`src/rtl/serial_rx_ctrl_32_w_pkg.sv`:
```
// Shared widths and small helpers for the serial frame receiver.
// Latency: n/a (compile-time definitions only).
// Backpressure: n/a.
package serial_rx_ctrl_32_w_pkg;

    localparam int BYTE_W  = 8;
    localparam int WORD_W  = 16;
    localparam int GAP_W   = 16;
    localparam int STATE_W = 3;

    // Data words and CRC values travel high byte first on the wire.
    function automatic logic [WORD_W-1:0] join_bytes(input logic [BYTE_W-1:0] hi,
                                                     input logic [BYTE_W-1:0] lo);
        return {hi, lo};
    endfunction

    // A byte is announced by the rising edge of the UART done flag.
    function automatic logic is_rise(input logic now_lvl, input logic prev_lvl);
        return now_lvl & ~prev_lvl;
    endfunction

endpackage

```
`src/rtl/serial_rx_ctrl_32_w.sv`:
```
// Serial frame receiver: assembles n_word 16-bit words from UART bytes, feeds an external CRC, checks the trailing CRC.
// Latency: every output is registered; strobes appear one cycle after the rx_done rising edge, the verdict one cycle after CHECK.
// Backpressure: none; the UART cannot be stalled, so an inter-byte gap beyond timeout aborts the frame and returns to idle.
module serial_rx_ctrl_32_w
    import serial_rx_ctrl_32_w_pkg::*;
#(
    parameter logic [7:0]  n_word  = 8'h01,
    parameter logic [15:0] timeout = 16'd5000
) (
    input  logic                clk,
    input  logic                reset,
    input  logic [BYTE_W-1:0]   byte_in,
    input  logic                rx_done,
    input  logic [WORD_W-1:0]   crc_16,
    output logic [WORD_W-1:0]   data_out,
    output logic [7:0]          data_select,
    output logic                data_wr,
    output logic [BYTE_W-1:0]   crc_byte,
    output logic                crc_en,
    output logic                reset_crc,
    output logic                ready,
    output logic                frame_ok,
    output logic                crc_err,
    output logic                timeout_err
);

    localparam logic [STATE_W-1:0] S_IDLE      = 3'd0;
    localparam logic [STATE_W-1:0] S_RX_HI     = 3'd1;
    localparam logic [STATE_W-1:0] S_RX_LO     = 3'd2;
    localparam logic [STATE_W-1:0] S_RX_CRC_HI = 3'd3;
    localparam logic [STATE_W-1:0] S_RX_CRC_LO = 3'd4;
    localparam logic [STATE_W-1:0] S_CHECK     = 3'd5;

    localparam logic [7:0] LAST_SEL = 8'(n_word - 8'd1);

    logic [STATE_W-1:0] state_q,       state_d;
    logic               rx_done_q,     rx_done_d;
    logic [GAP_W-1:0]   gap_q,         gap_d;
    logic [BYTE_W-1:0]  hi_q,          hi_d;
    logic [BYTE_W-1:0]  crc_hi_q,      crc_hi_d;
    logic [BYTE_W-1:0]  crc_lo_q,      crc_lo_d;
    logic [WORD_W-1:0]  data_out_q,    data_out_d;
    logic [7:0]         data_select_q, data_select_d;
    logic               data_wr_q,     data_wr_d;
    logic [BYTE_W-1:0]  crc_byte_q,    crc_byte_d;
    logic               crc_en_q,      crc_en_d;
    logic               reset_crc_q,   reset_crc_d;
    logic               ready_q,       ready_d;
    logic               frame_ok_q,    frame_ok_d;
    logic               crc_err_q,     crc_err_d;
    logic               timeout_err_q, timeout_err_d;

    logic byte_ev;
    logic gap_active;
    logic gap_hit;

    // Byte event detection and gap-counter qualification.
    always_comb begin
        rx_done_d  = rx_done;
        byte_ev    = is_rise(rx_done, rx_done_q);
        gap_active = (state_q != S_IDLE) && (state_q != S_CHECK);
        gap_hit    = gap_active && (gap_q >= timeout);
    end

    // Next-state and next-output computation for the frame FSM.
    always_comb begin
        state_d       = state_q;
        hi_d          = hi_q;
        crc_hi_d      = crc_hi_q;
        crc_lo_d      = crc_lo_q;
        data_out_d    = data_out_q;
        data_select_d = data_select_q;
        crc_byte_d    = crc_byte_q;
        data_wr_d     = 1'b0;
        crc_en_d      = 1'b0;
        frame_ok_d    = 1'b0;
        crc_err_d     = 1'b0;
        timeout_err_d = 1'b0;

        if (!gap_active || byte_ev) begin
            gap_d = '0;
        end else begin
            gap_d = GAP_W'(gap_q + 16'd1);
        end

        // Advance the word index once the write strobe has been seen,
        // unless that write was the last word of the frame.
        if (data_wr_q && (data_select_q != LAST_SEL)) begin
            data_select_d = 8'(data_select_q + 8'd1);
        end

        if (gap_hit) begin
            // Abort wins over any byte arriving in the same cycle.
            timeout_err_d = 1'b1;
            data_select_d = '0;
            gap_d         = '0;
            state_d       = S_IDLE;
        end else begin
            case (state_q)
                S_IDLE: begin
                    data_select_d = '0;
                    if (byte_ev) begin
                        hi_d       = byte_in;
                        crc_byte_d = byte_in;
                        crc_en_d   = 1'b1;
                        state_d    = S_RX_LO;
                    end
                end
                S_RX_HI: begin
                    if (byte_ev) begin
                        hi_d       = byte_in;
                        crc_byte_d = byte_in;
                        crc_en_d   = 1'b1;
                        state_d    = S_RX_LO;
                    end
                end
                S_RX_LO: begin
                    if (byte_ev) begin
                        data_out_d = join_bytes(hi_q, byte_in);
                        data_wr_d  = 1'b1;
                        crc_byte_d = byte_in;
                        crc_en_d   = 1'b1;
                        state_d    = (data_select_q == LAST_SEL) ? S_RX_CRC_HI : S_RX_HI;
                    end
                end
                S_RX_CRC_HI: begin
                    if (byte_ev) begin
                        crc_hi_d = byte_in;
                        state_d  = S_RX_CRC_LO;
                    end
                end
                S_RX_CRC_LO: begin
                    if (byte_ev) begin
                        crc_lo_d = byte_in;
                        state_d  = S_CHECK;
                    end
                end
                S_CHECK: begin
                    if (join_bytes(crc_hi_q, crc_lo_q) == crc_16) begin
                        frame_ok_d = 1'b1;
                    end else begin
                        crc_err_d = 1'b1;
                    end
                    data_select_d = '0;
                    state_d       = S_IDLE;
                end
                default: begin
                    data_select_d = '0;
                    state_d       = S_IDLE;
                end
            endcase
        end

        // Idle both advertises readiness and holds the CRC calculator clear.
        ready_d     = (state_d == S_IDLE);
        reset_crc_d = (state_d == S_IDLE);
    end

    // Edge-detect history follows rx_done even during reset so a level held
    // across reset release does not fake a byte.
    always_ff @(posedge clk) begin
        rx_done_q <= rx_done_d;
    end

    // State, stored bytes and registered outputs.
    always_ff @(posedge clk) begin
        if (reset) begin
            state_q       <= S_IDLE;
            gap_q         <= '0;
            hi_q          <= '0;
            crc_hi_q      <= '0;
            crc_lo_q      <= '0;
            data_out_q    <= '0;
            data_select_q <= '0;
            data_wr_q     <= 1'b0;
            crc_byte_q    <= '0;
            crc_en_q      <= 1'b0;
            reset_crc_q   <= 1'b1;
            ready_q       <= 1'b0;
            frame_ok_q    <= 1'b0;
            crc_err_q     <= 1'b0;
            timeout_err_q <= 1'b0;
        end else begin
            state_q       <= state_d;
            gap_q         <= gap_d;
            hi_q          <= hi_d;
            crc_hi_q      <= crc_hi_d;
            crc_lo_q      <= crc_lo_d;
            data_out_q    <= data_out_d;
            data_select_q <= data_select_d;
            data_wr_q     <= data_wr_d;
            crc_byte_q    <= crc_byte_d;
            crc_en_q      <= crc_en_d;
            reset_crc_q   <= reset_crc_d;
            ready_q       <= ready_d;
            frame_ok_q    <= frame_ok_d;
            crc_err_q     <= crc_err_d;
            timeout_err_q <= timeout_err_d;
        end
    end

    assign data_out    = data_out_q;
    assign data_select = data_select_q;
    assign data_wr     = data_wr_q;
    assign crc_byte    = crc_byte_q;
    assign crc_en      = crc_en_q;
    assign reset_crc   = reset_crc_q;
    assign ready       = ready_q;
    assign frame_ok    = frame_ok_q;
    assign crc_err     = crc_err_q;
    assign timeout_err = timeout_err_q;

endmodule

```
`config.mk`:
```
export PLATFORM = sky130hd
export DESIGN_NAME = serial_rx_ctrl_32_w
export DESIGN_NICKNAME = d
export VERILOG_FILES = /design/src/rtl/serial_rx_ctrl_32_w_pkg.sv /design/src/rtl/serial_rx_ctrl_32_w.sv
export SDC_FILE = /design/constraint.sdc
export NUM_CORES = 1
export LEC_CHECK = 0
export BUFFER_PORTS_ARGS = -buffer_cell sky130_fd_sc_hd__clkbuf_2
export CORE_ASPECT_RATIO = 1.2
export CORE_UTILIZATION = 55
export DETAILED_ROUTE_END_ITERATION = 10
export PLACE_DENSITY_LB_ADDON = 0.1
export REMOVE_ABC_BUFFERS = 1
export SLEW_MARGIN = 20
export SYNTH_ARGS = -nofsm -noshare
export SYNTH_HDL_FRONTEND = slang
export SYNTH_SLANG_ARGS = --single-unit
```
`constraint.sdc`:
```
create_clock -name clk -period 2.6 [get_ports clk]
set_clock_uncertainty 0.05 [all_clocks]
set_input_delay 0.26 -clock clk [delete_from_list [all_inputs] [get_ports clk]]
set_output_delay 0.26 -clock clk [all_outputs]
set_load 0.01 [all_outputs]
```
# Word-level counts from Yosys, hierarchy flattened
# Index checks and enable logic that the tools add are counted.
[op_classes]
add_sub_neg = 2
order_cmp = 1
n_eq_ne = 7
mux = 11
bitwise = 7
n_reduce_logical = 23
[ops]
columns = ["op", "n"]
rows = [
  ["$reduce_or A3 Y1", 6],
  ["$add A16 B1 Y16 const B", 1],
  ["$eq A16 B16 Y1", 1],
  ["$ge A16 B13 Y1 const B", 1],
  ["$mux W3", 5],
  ["$reduce_and A3 Y1", 5],
  ["$pmux W3 S4", 1],
  ["$add A8 B1 Y8 const B", 1],
  ["$logic_not A8 Y1", 1],
  ["$reduce_bool A8 Y1", 1],
  ["$eq A3 B2 Y1 const B", 2],
  ["$eq A3 B3 Y1 const B", 2],
  ["$logic_not A3 Y1", 2],
  ["$not A1 Y1", 6],
  ["$mux W1", 4],
  ["$reduce_or A4 Y1", 1],
  ["$eq A3 B1 Y1 const B", 1],
  ["$logic_and A1 B1 Y1", 3],
  ["$ne A3 B3 Y1 const B", 1],
  ["$reduce_bool A3 Y1", 1],
  ["$mux W2", 1],
  ["$reduce_or A2 Y1", 1],
  ["$and A1 B1 Y1", 1],
  ["$logic_not A1 Y1", 1],
  ["$logic_or A1 B1 Y1", 1],
]
[word_totals]
register_bits = 83
inputBits = 27
output_inout_bits = 39
wordCells = 67

# Logic depth before layout (Yosys ltp)
# Gate-level depths: netlist of run 1.
[logic_depth]
ltp_word = 6
mapped_depth = 7
ltp_nobuf = 6

# Worst setup path before layout of run 1
# No wires, ideal clock.
[synth_timing]
path_kind = "register to register"
start = "register data_select_q[0], in the netlist data_select[0]"
end = "register data_select_q[1], in the netlist data_select[1]"
setup_ns = 0.127
arrival_time_ns = 1.736
setup_slack_ns = 0.687
stages_incl_launch_ff = 7
n_path_buf = 0
path_cell_list = "dfxtp_1 inv_1 ha_1 or4b_2 o41ai_4 mux2i_1 nor2_1"
[synth_via]
elab_chain_len = 2
word_cells_on_any_way = 3
classes_between = "add/sub: 1; reduce/logical: 2"
[synth_lines]
columns = ["item", "line_no", "rtl"]
rows = [
  ["from (decl)", "serial_rx_ctrl_32_w.sv:43", "logic [7:0] data_select_q, data_select_d;"],
  ["from (signal assigned)", "serial_rx_ctrl_32_w.sv:190", "data_select_q <= data_select_d;"],
  ["parallel branches: the longest is 2 deep, another holds $add A8 B1 Y8", "--", ""],
]
# Several ways; the timed one is not identified.
# A chain may end at the register's enable or synchronous reset.

# Worst setup path after layout of run 1
[layout_timing]
start = "register gap_q[6]"
end = "register data_out_q[11], in the netlist data_out[11]"
[layout_via]
elab_chain_len = 4
[layout_lines]
columns = ["item", "line_no", "rtl"]
rows = [
  ["from (decl)", "serial_rx_ctrl_32_w.sv:38", "logic [GAP_W-1:0] gap_q, gap_d;"],
  ["from (signal assigned)", "serial_rx_ctrl_32_w.sv:185", "gap_q <= gap_d;"],
  ["$ge A16 B13 Y1", "serial_rx_ctrl_32_w.sv:62", "gap_hit = gap_active && (gap_q >= timeout);"],
  ["$logic_and A1 B1 Y1", "serial_rx_ctrl_32_w.sv:62", ""],
  ["$not A1 Y1 (no line)", "--", ""],
  ["$reduce_and A3 Y1 (no line)", "--", ""],
  ["to (signal assigned)", "serial_rx_ctrl_32_w.sv:189", "data_out_q <= data_out_d;"],
  ["to (decl)", "serial_rx_ctrl_32_w.sv:42", "logic [WORD_W-1:0] data_out_q, data_out_d;"],
]
# Every way passes these cells.

==> results of run 1 <==
final timing paths:
kind	to	slack, ns	cells after the start	startpoint
min	rx_done_q	0.02	1	rx_done
min reg2reg	data_out[12]	0.41	2	data_out[12]
max	data_out[11]	0.46	4	gap_q[6]
max reg2reg	data_out[11]	0.46	4	gap_q[6]
routing by layer:
| metal | vias to the layer above | share of wire (%) | GRT usage, % |
|---|---|---|---|
| met5 | - | 0 | 0 |
| met4 | 0 | 2.0 | 10.7 |
| met3 | 15 | 4.4 | 5.43 |
| met2 | 74 | 49 | 40.7 |
| met1 | 1416 | 45 | 29.1 |
| li1 | 1505 | - | - |
stage by stage:
stage | utilization [%] | worst slack (ns)
after global placement | 62.6 | 0.547
after floorplan | - | 0.429
final | 65.1 | 0.459
after CTS | 65.1 | 0.440
after detailed placement | 62.6 | 0.479
after global routing | 65.1 | 0.248
power groups by stage:
stage          combinational [mW]  sequential (mW)  clock, mW
2_1_floorplan              0.0892             1.34          0
3_3_place_gp                0.170             1.34          0
3_5_place_dp                0.173             1.34          0
5_1_grt                     0.191             1.31      0.858
6_report                    0.174             1.31      0.788
4_1_cts                     0.173             1.31      0.807
worst register-to-register path, cell delays in order, from the launching register on:
cell	delay, ns
dfxtp_1	0.36
nor4_4	0.34
o211a_1	0.52
and3_1	0.54
mux2i_1	0.26
synthesized netlist by cell type, drive strengths merged, types with 3 or more instances:
library cell and count:
a211oi 8, a21oi 5, a311o 8, a31oi 6, and3 10, and4 9, buf 12, clkbuf 13
dfxtp 83, ha 4, inv 10, mux2i 33, nand2 54, nand3 12, nand4 7, nor2 34
nor3 8, nor4 7, o21ai 3, o311ai 8, or3 7, xnor2 12, xor2 22
flip-flops by register name, indices dropped and copies added, names as in the netlist:
name         flops
crc_byte         8
crc_en           1
crc_err          1
crc_hi_q         8
crc_lo_q         8
data_out        16
data_select      8
data_wr          1
frame_ok         1
gap_q           16
hi_q             8
ready            1
reset_crc        1
rx_done_q        1
state_q          3
timeout_err      1
logic make-up after synthesis:
group                    count (synthesis)  synth area share [%]
flip-flops                              83                  45.2
other                                    1                 0.102
XOR/XNOR                                34                  8.11
adder cells (fa/ha/maj)                  4                  1.36
AO/OA/AOI/OAI                           44                  9.95
buffers and inverters                   35                  4.05
multiplexers                            33                  8.99
AND/OR/NAND/NOR                        161                  22.2
final cells by class:
class	count	area, um2	share of cell area, %
multi-input cells	279	1870	44.5
flip-flops and latches	83	1660	39.6
repair buffers	70	363	8.64
clock buffers	12	145	3.46
well taps	85	106	2.53
inverters	10	37.5	0.894
clock inverters	3	15.0	0.358
==> run summary, run 1 <==
crit path max-delay cell type = and3_1
maxcap violations = 0
Seq cells post-synth = 83
register share of total power = 57.7%
YS warnings = 0
Post-Route WL = 8.07 mm
critical path arrival = 2.36 ns
initial antenna violation count = 0
sequential fraction of the synthesis area = 45.2%
status = finished clean
delay-heaviest family, CP = simple AND/OR/NAND/NOR gates
wire length per cell = 14.9 um
cells along the critical path = nor4_4, o211a_1, and3_1, mux2i_1
Hold Violations, Final = 0
Final setup violation count = 0
fin cells = 542
CTS tree = built
combinational power share = 7.7%
Critical Path Fanout Max = 17
Synth top area share = 45.2%
Overall Global Routing Usage = 24.1%
Post-synth EDFFs = 0
Iter 0 DRT Violations = 128
IO Count = 66
worst path bufs/invs = 0
fmax = 0.467 GHz
Reg clk slew, reported paths = 0.08 ns
CP max stage delay = 0.54 ns
# fillers = 542
Area after DPL = 4040 um2
share of layout cells above drive strength 1 = 19.9%
period utilization = 82.3%
via count = 3,010
PwrDens = 542 nW/um2
Hold Slack = 0.0207 ns
total clock sinks = 83
Switch Pwr = 0.549 mW
Slew @ Worst Pin = 0.611 ns
top cells by area, synth = dfxtp_1 45%, mux2i_1 9.0%, nand2_1 5.5%
Longest Clk Path Bufs = 2
clock power share = 34.7%
num rows = 32
commonest non-fill, non-tap cell in the layout = dfxtp_1
PostCTS Resize Cnt = 0
overall die area = 7010 um2
Clk Latency, worst-skew pair = 0.34 ns
Slew Limit Fails = 0
via density per instance = 5.55
DR DRC count = 0
Antenna Violating Nets Remaining = 0
fin crit period = 2.14 ns
IO buf count = 65
crit start category = register
first-pass GRT wire length = 13.4 mm
Starting Density = 57.0%
vias in the first global route = 2,845
synthesized area per cell = 9.30 um2
Die H = 91.5 um
Main synth FF type = dfxtp_1
ant diodes = 0
Finished Cell Area = 4200 um2
Worst setup EP type = register
cts hold-fix bufs = 0
Area growth, synth to finish = 14.3%
Mapped Cells = 395
library cells used by synthesis = 42
H-tree depth = 3
CTS Buf Count = 9
Netlist Area Pre-Place = 3670 um2
RSZ-0062 raised after global routing = false
Crit Path Class = reg2reg
worst hold-check path type = in2reg
hpwl dp = 5.77 mm
placed insts = 527
chip width = 76.6 um
most frequent cells in the layout = 83 x dfxtp_1, 65 x clkbuf_2, 54 x nand2_1, 34 x nor2_1, 33 x mux2i_1
drt pass-1 iters = 4
maximum VDD drop = 286 uV
switching share of power = 24.2%
global route overflow = 0
Clock Tree Root = clkbuf_8
largest net degree at the start of global routing = 44
Final nets = 484
Leak = 1.77 nW
Setup Buffers After CTS = 0
Crit path required time = 2.82 ns
asr flop ratio synth = 0%
Int Pwr = 1.72 mW
Final TNS setup = 0 ns
Slew headroom = 59.2%
Pwr Total = 2.27 mW
largest area contributor in the netlist = dfxtp_1
GP Congestion = 0.776
core area = 6450 um2
Power figures use the tool's default switching activity.
==> run 2, diff against run 1 <==
==> constraint.sdc (replaced) <==
create_clock -name clk -period 2.25 [get_ports clk]
set_clock_uncertainty 0.05 [all_clocks]
set_input_delay 0.225 -clock clk [delete_from_list [all_inputs] [get_ports clk]]
set_output_delay 0.225 -clock clk [all_outputs]
set_load 0.01 [all_outputs]
==> run 2 against run 1 <==
Compared with the run above:
- global-route usage shrank 0.25 points
- critical path type is now in2reg
- sequential share of layout area is 0.74 points lower
- highest routed layer unchanged
- total power increased by 21%
==> run summary, run 2 (synthesis gave the netlist of run 1 again) <==
largest net degree at the start of global routing = 37 (was 44)
Hold EP = hi_q[5] (was rx_done_q)
Reg clk slew, reported paths = 0.08 ns (about the same)
overall die area = 7010 um2 (unchanged)
most frequent cells in the layout = 83 x dfxtp_1, 65 x clkbuf_2, 54 x nand2_1, 34 x nor2_1, 33 x mux2i_1 (unchanged)
H-tree depth = 3 (unchanged)
Area growth, synth to finish = 16.5% (was 14.3%)
first-pass GRT wire length = 13.2 mm (was 13.4 mm)
critical path arrival = 2.18 ns (was 2.36 ns)
Iter 0 DRT Violations = 85 (was 128)
Post-Route WL = 7.89 mm (was 8.07 mm)
Area after DPL = 4080 um2 (was 4040 um2)
initial antenna violation count = 0 (unchanged)
Slew Limit Fails = 0 (unchanged)
Crit path required time = 2.41 ns (was 2.82 ns)
GP Congestion = 0.881 (was 0.776)
Final TNS setup = 0 ns (unchanged)
Setup Buffers After CTS = 0 (unchanged)
RSZ-0062 raised after global routing = false (unchanged)
Final nets = 489 (was 484)
maximum VDD drop = 387 uV (was 286 uV)
hpwl dp = 5.67 mm (was 5.77 mm)
core area = 6450 um2 (unchanged)
share of layout cells above drive strength 1 = 20.3% (was 19.9%)
Worst R2R Start = data_select[0] (was gap_q[6])
Die H = 91.5 um (unchanged)
wire length per cell = 14.4 um (was 14.9 um)
DR WL met2 = 3.87 mm (was 3.92 mm)
Reg area = 1660 um2 (unchanged)
FF-to-FF setup slack = 0.27 ns (was 0.46 ns)
Final Util = 66.4% (was 65.1%)
R2R Path End = data_select[1] (was data_out[11])
via density per instance = 5.45 (was 5.55)
Longest Clk Path Bufs = 2 (unchanged)
Finished Cell Area = 4280 um2 (was 4200 um2)
Overall Global Routing Usage = 23.9% (was 24.1%)
DR DRC count = 0 (unchanged)
CTS tree = built (unchanged)
Hold Violations, Final = 0 (unchanged)
PwrDens = 645 nW/um2 (was 542 nW/um2)
vias in the first global route = 2,803 (was 2,845)
via count = 2,989 (was 3,010)
Antenna Violating Nets Remaining = 0 (unchanged)
IO buf count = 65 (unchanged)
Worst setup EP type = register (unchanged)
Leak = 1.81 nW (was 1.77 nW)
Hold Crit Start = byte_in[5] (was rx_done)
fin crit period = 2.02 ns
IO Count = 66 (unchanged)
Worst Reg2Reg Path Length in Cells = 6 (was 4)
Slew @ Worst Pin = 0.527 ns (was 0.611 ns)
Clk Latency, worst-skew pair = 0.35 ns (was 0.34 ns)
drt pass-1 iters = 4 (unchanged)
hold-critical path depth = 3 (was 1)
Final setup violation count = 0 (unchanged)
ant diodes = 0 (unchanged)
multi-input logic area = 1870 um2 (unchanged)
Slew headroom = 64.7% (was 59.2%)
# fillers = 544 (was 542)
commonest non-fill, non-tap cell in the layout = dfxtp_1 (unchanged)
Crit Path Class = in2reg (was reg2reg)
CTS Buf Count = 9 (unchanged)
num rows = 32 (unchanged)
wl on met1 = 3.52 mm (was 3.63 mm)
Hold Slack = 0.0845 ns (was 0.0207 ns)
period utilization = 90.0%
crit start category = primary input (was register)
worst hold-check path type = in2reg (unchanged)
total clock sinks = 83 (unchanged)
Starting Density = 57.0% (unchanged)
fmax = 0.494 GHz
DR top layer = met4 (unchanged)
global route overflow = 0 (unchanged)
Clock Tree Root = clkbuf_8 (unchanged)
status = finished clean (unchanged)
chip width = 76.6 um (unchanged)
maxcap violations = 0 (unchanged)
met3 wire length = 292 um (was 352 um)
Critical Path Fanout Max = 16 (was 17)
## run 2: report_power, final
group / internal [mW] / leakage [nW] / switching, mW
Clock: 0.544 / 0.0947 / 0.497
Combinational: 0.0778 / 1.04 / 0.126
Sequential: 1.50 / 0.673 / 0.0167
Total: 2.12 / 1.81 / 0.640
## run 2: metal layers
| metal | up-vias | GRT usage, % |
|---|---|---|
| met1 | 1387 | 29.3 |
| met4 | 0 | 11.7 |
| li1 | 1519 | - |
| met5 | - | 0 |
| met3 | 18 | 5.03 |
| met2 | 65 | 39.5 |
## run 2: layout make-up
| type | instances | share of cell area (%) |
|---|---|---|
| Clock inverter | 2 | 0.819 |
| Sequential cell | 83 | 38.8 |
| Timing Repair Buffer | 75 | 9.71 |
| Multi-Input combinational cell | 279 | 43.7 |
| Inverter | 10 | 0.877 |
| Clock buffer | 14 | 3.57 |
| Tap cell | 85 | 2.49 |
## run 2: worst max-delay path by stage
| stage | startpoint | to | slack (ns) | depth (start not counted) |
|---|---|---|---|---|
| after floorplan | reset | hi_q[0] | 0.11 | 4 |
| after global placement | data_select[0] | data_select[1] | 0.34 | 6 |
| after detailed placement | data_select[0] | data_select[1] | 0.28 | 6 |
| after CTS | data_select[0] | data_select[1] | 0.25 | 6 |
| after global routing | data_select[0] | state_q[1] | 0.07 | 6 |
| final | rx_done | hi_q[0] | 0.23 | 6 |
## run 2: worst max-delay path, cell delays in order
cell and delay [ns]:
dlygate4sd3_1 0.52, clkbuf_2 0.15, or4b_1 0.70, and3_1 0.29
a31oi_1 0.13, o311ai_0 0.16
## run 2: timing repair
item | 4_1_cts | 5_1_grt
endpoints found under the hold margin | 1 | 0
hold buffers | 1 | 0
endpoints found under the setup margin | 0 | 0
gates resized for setup | 0 | 0
## run 2: stage by stage
step	worst slack (ns)	power, mW	instances
floorplan	0.114	1.66	372
global placement	0.335	1.75	531
detailed placement	0.275	1.75	531
CTS	0.253	2.77	548
global route	0.0748	2.86	548
finish	0.225	2.76	548
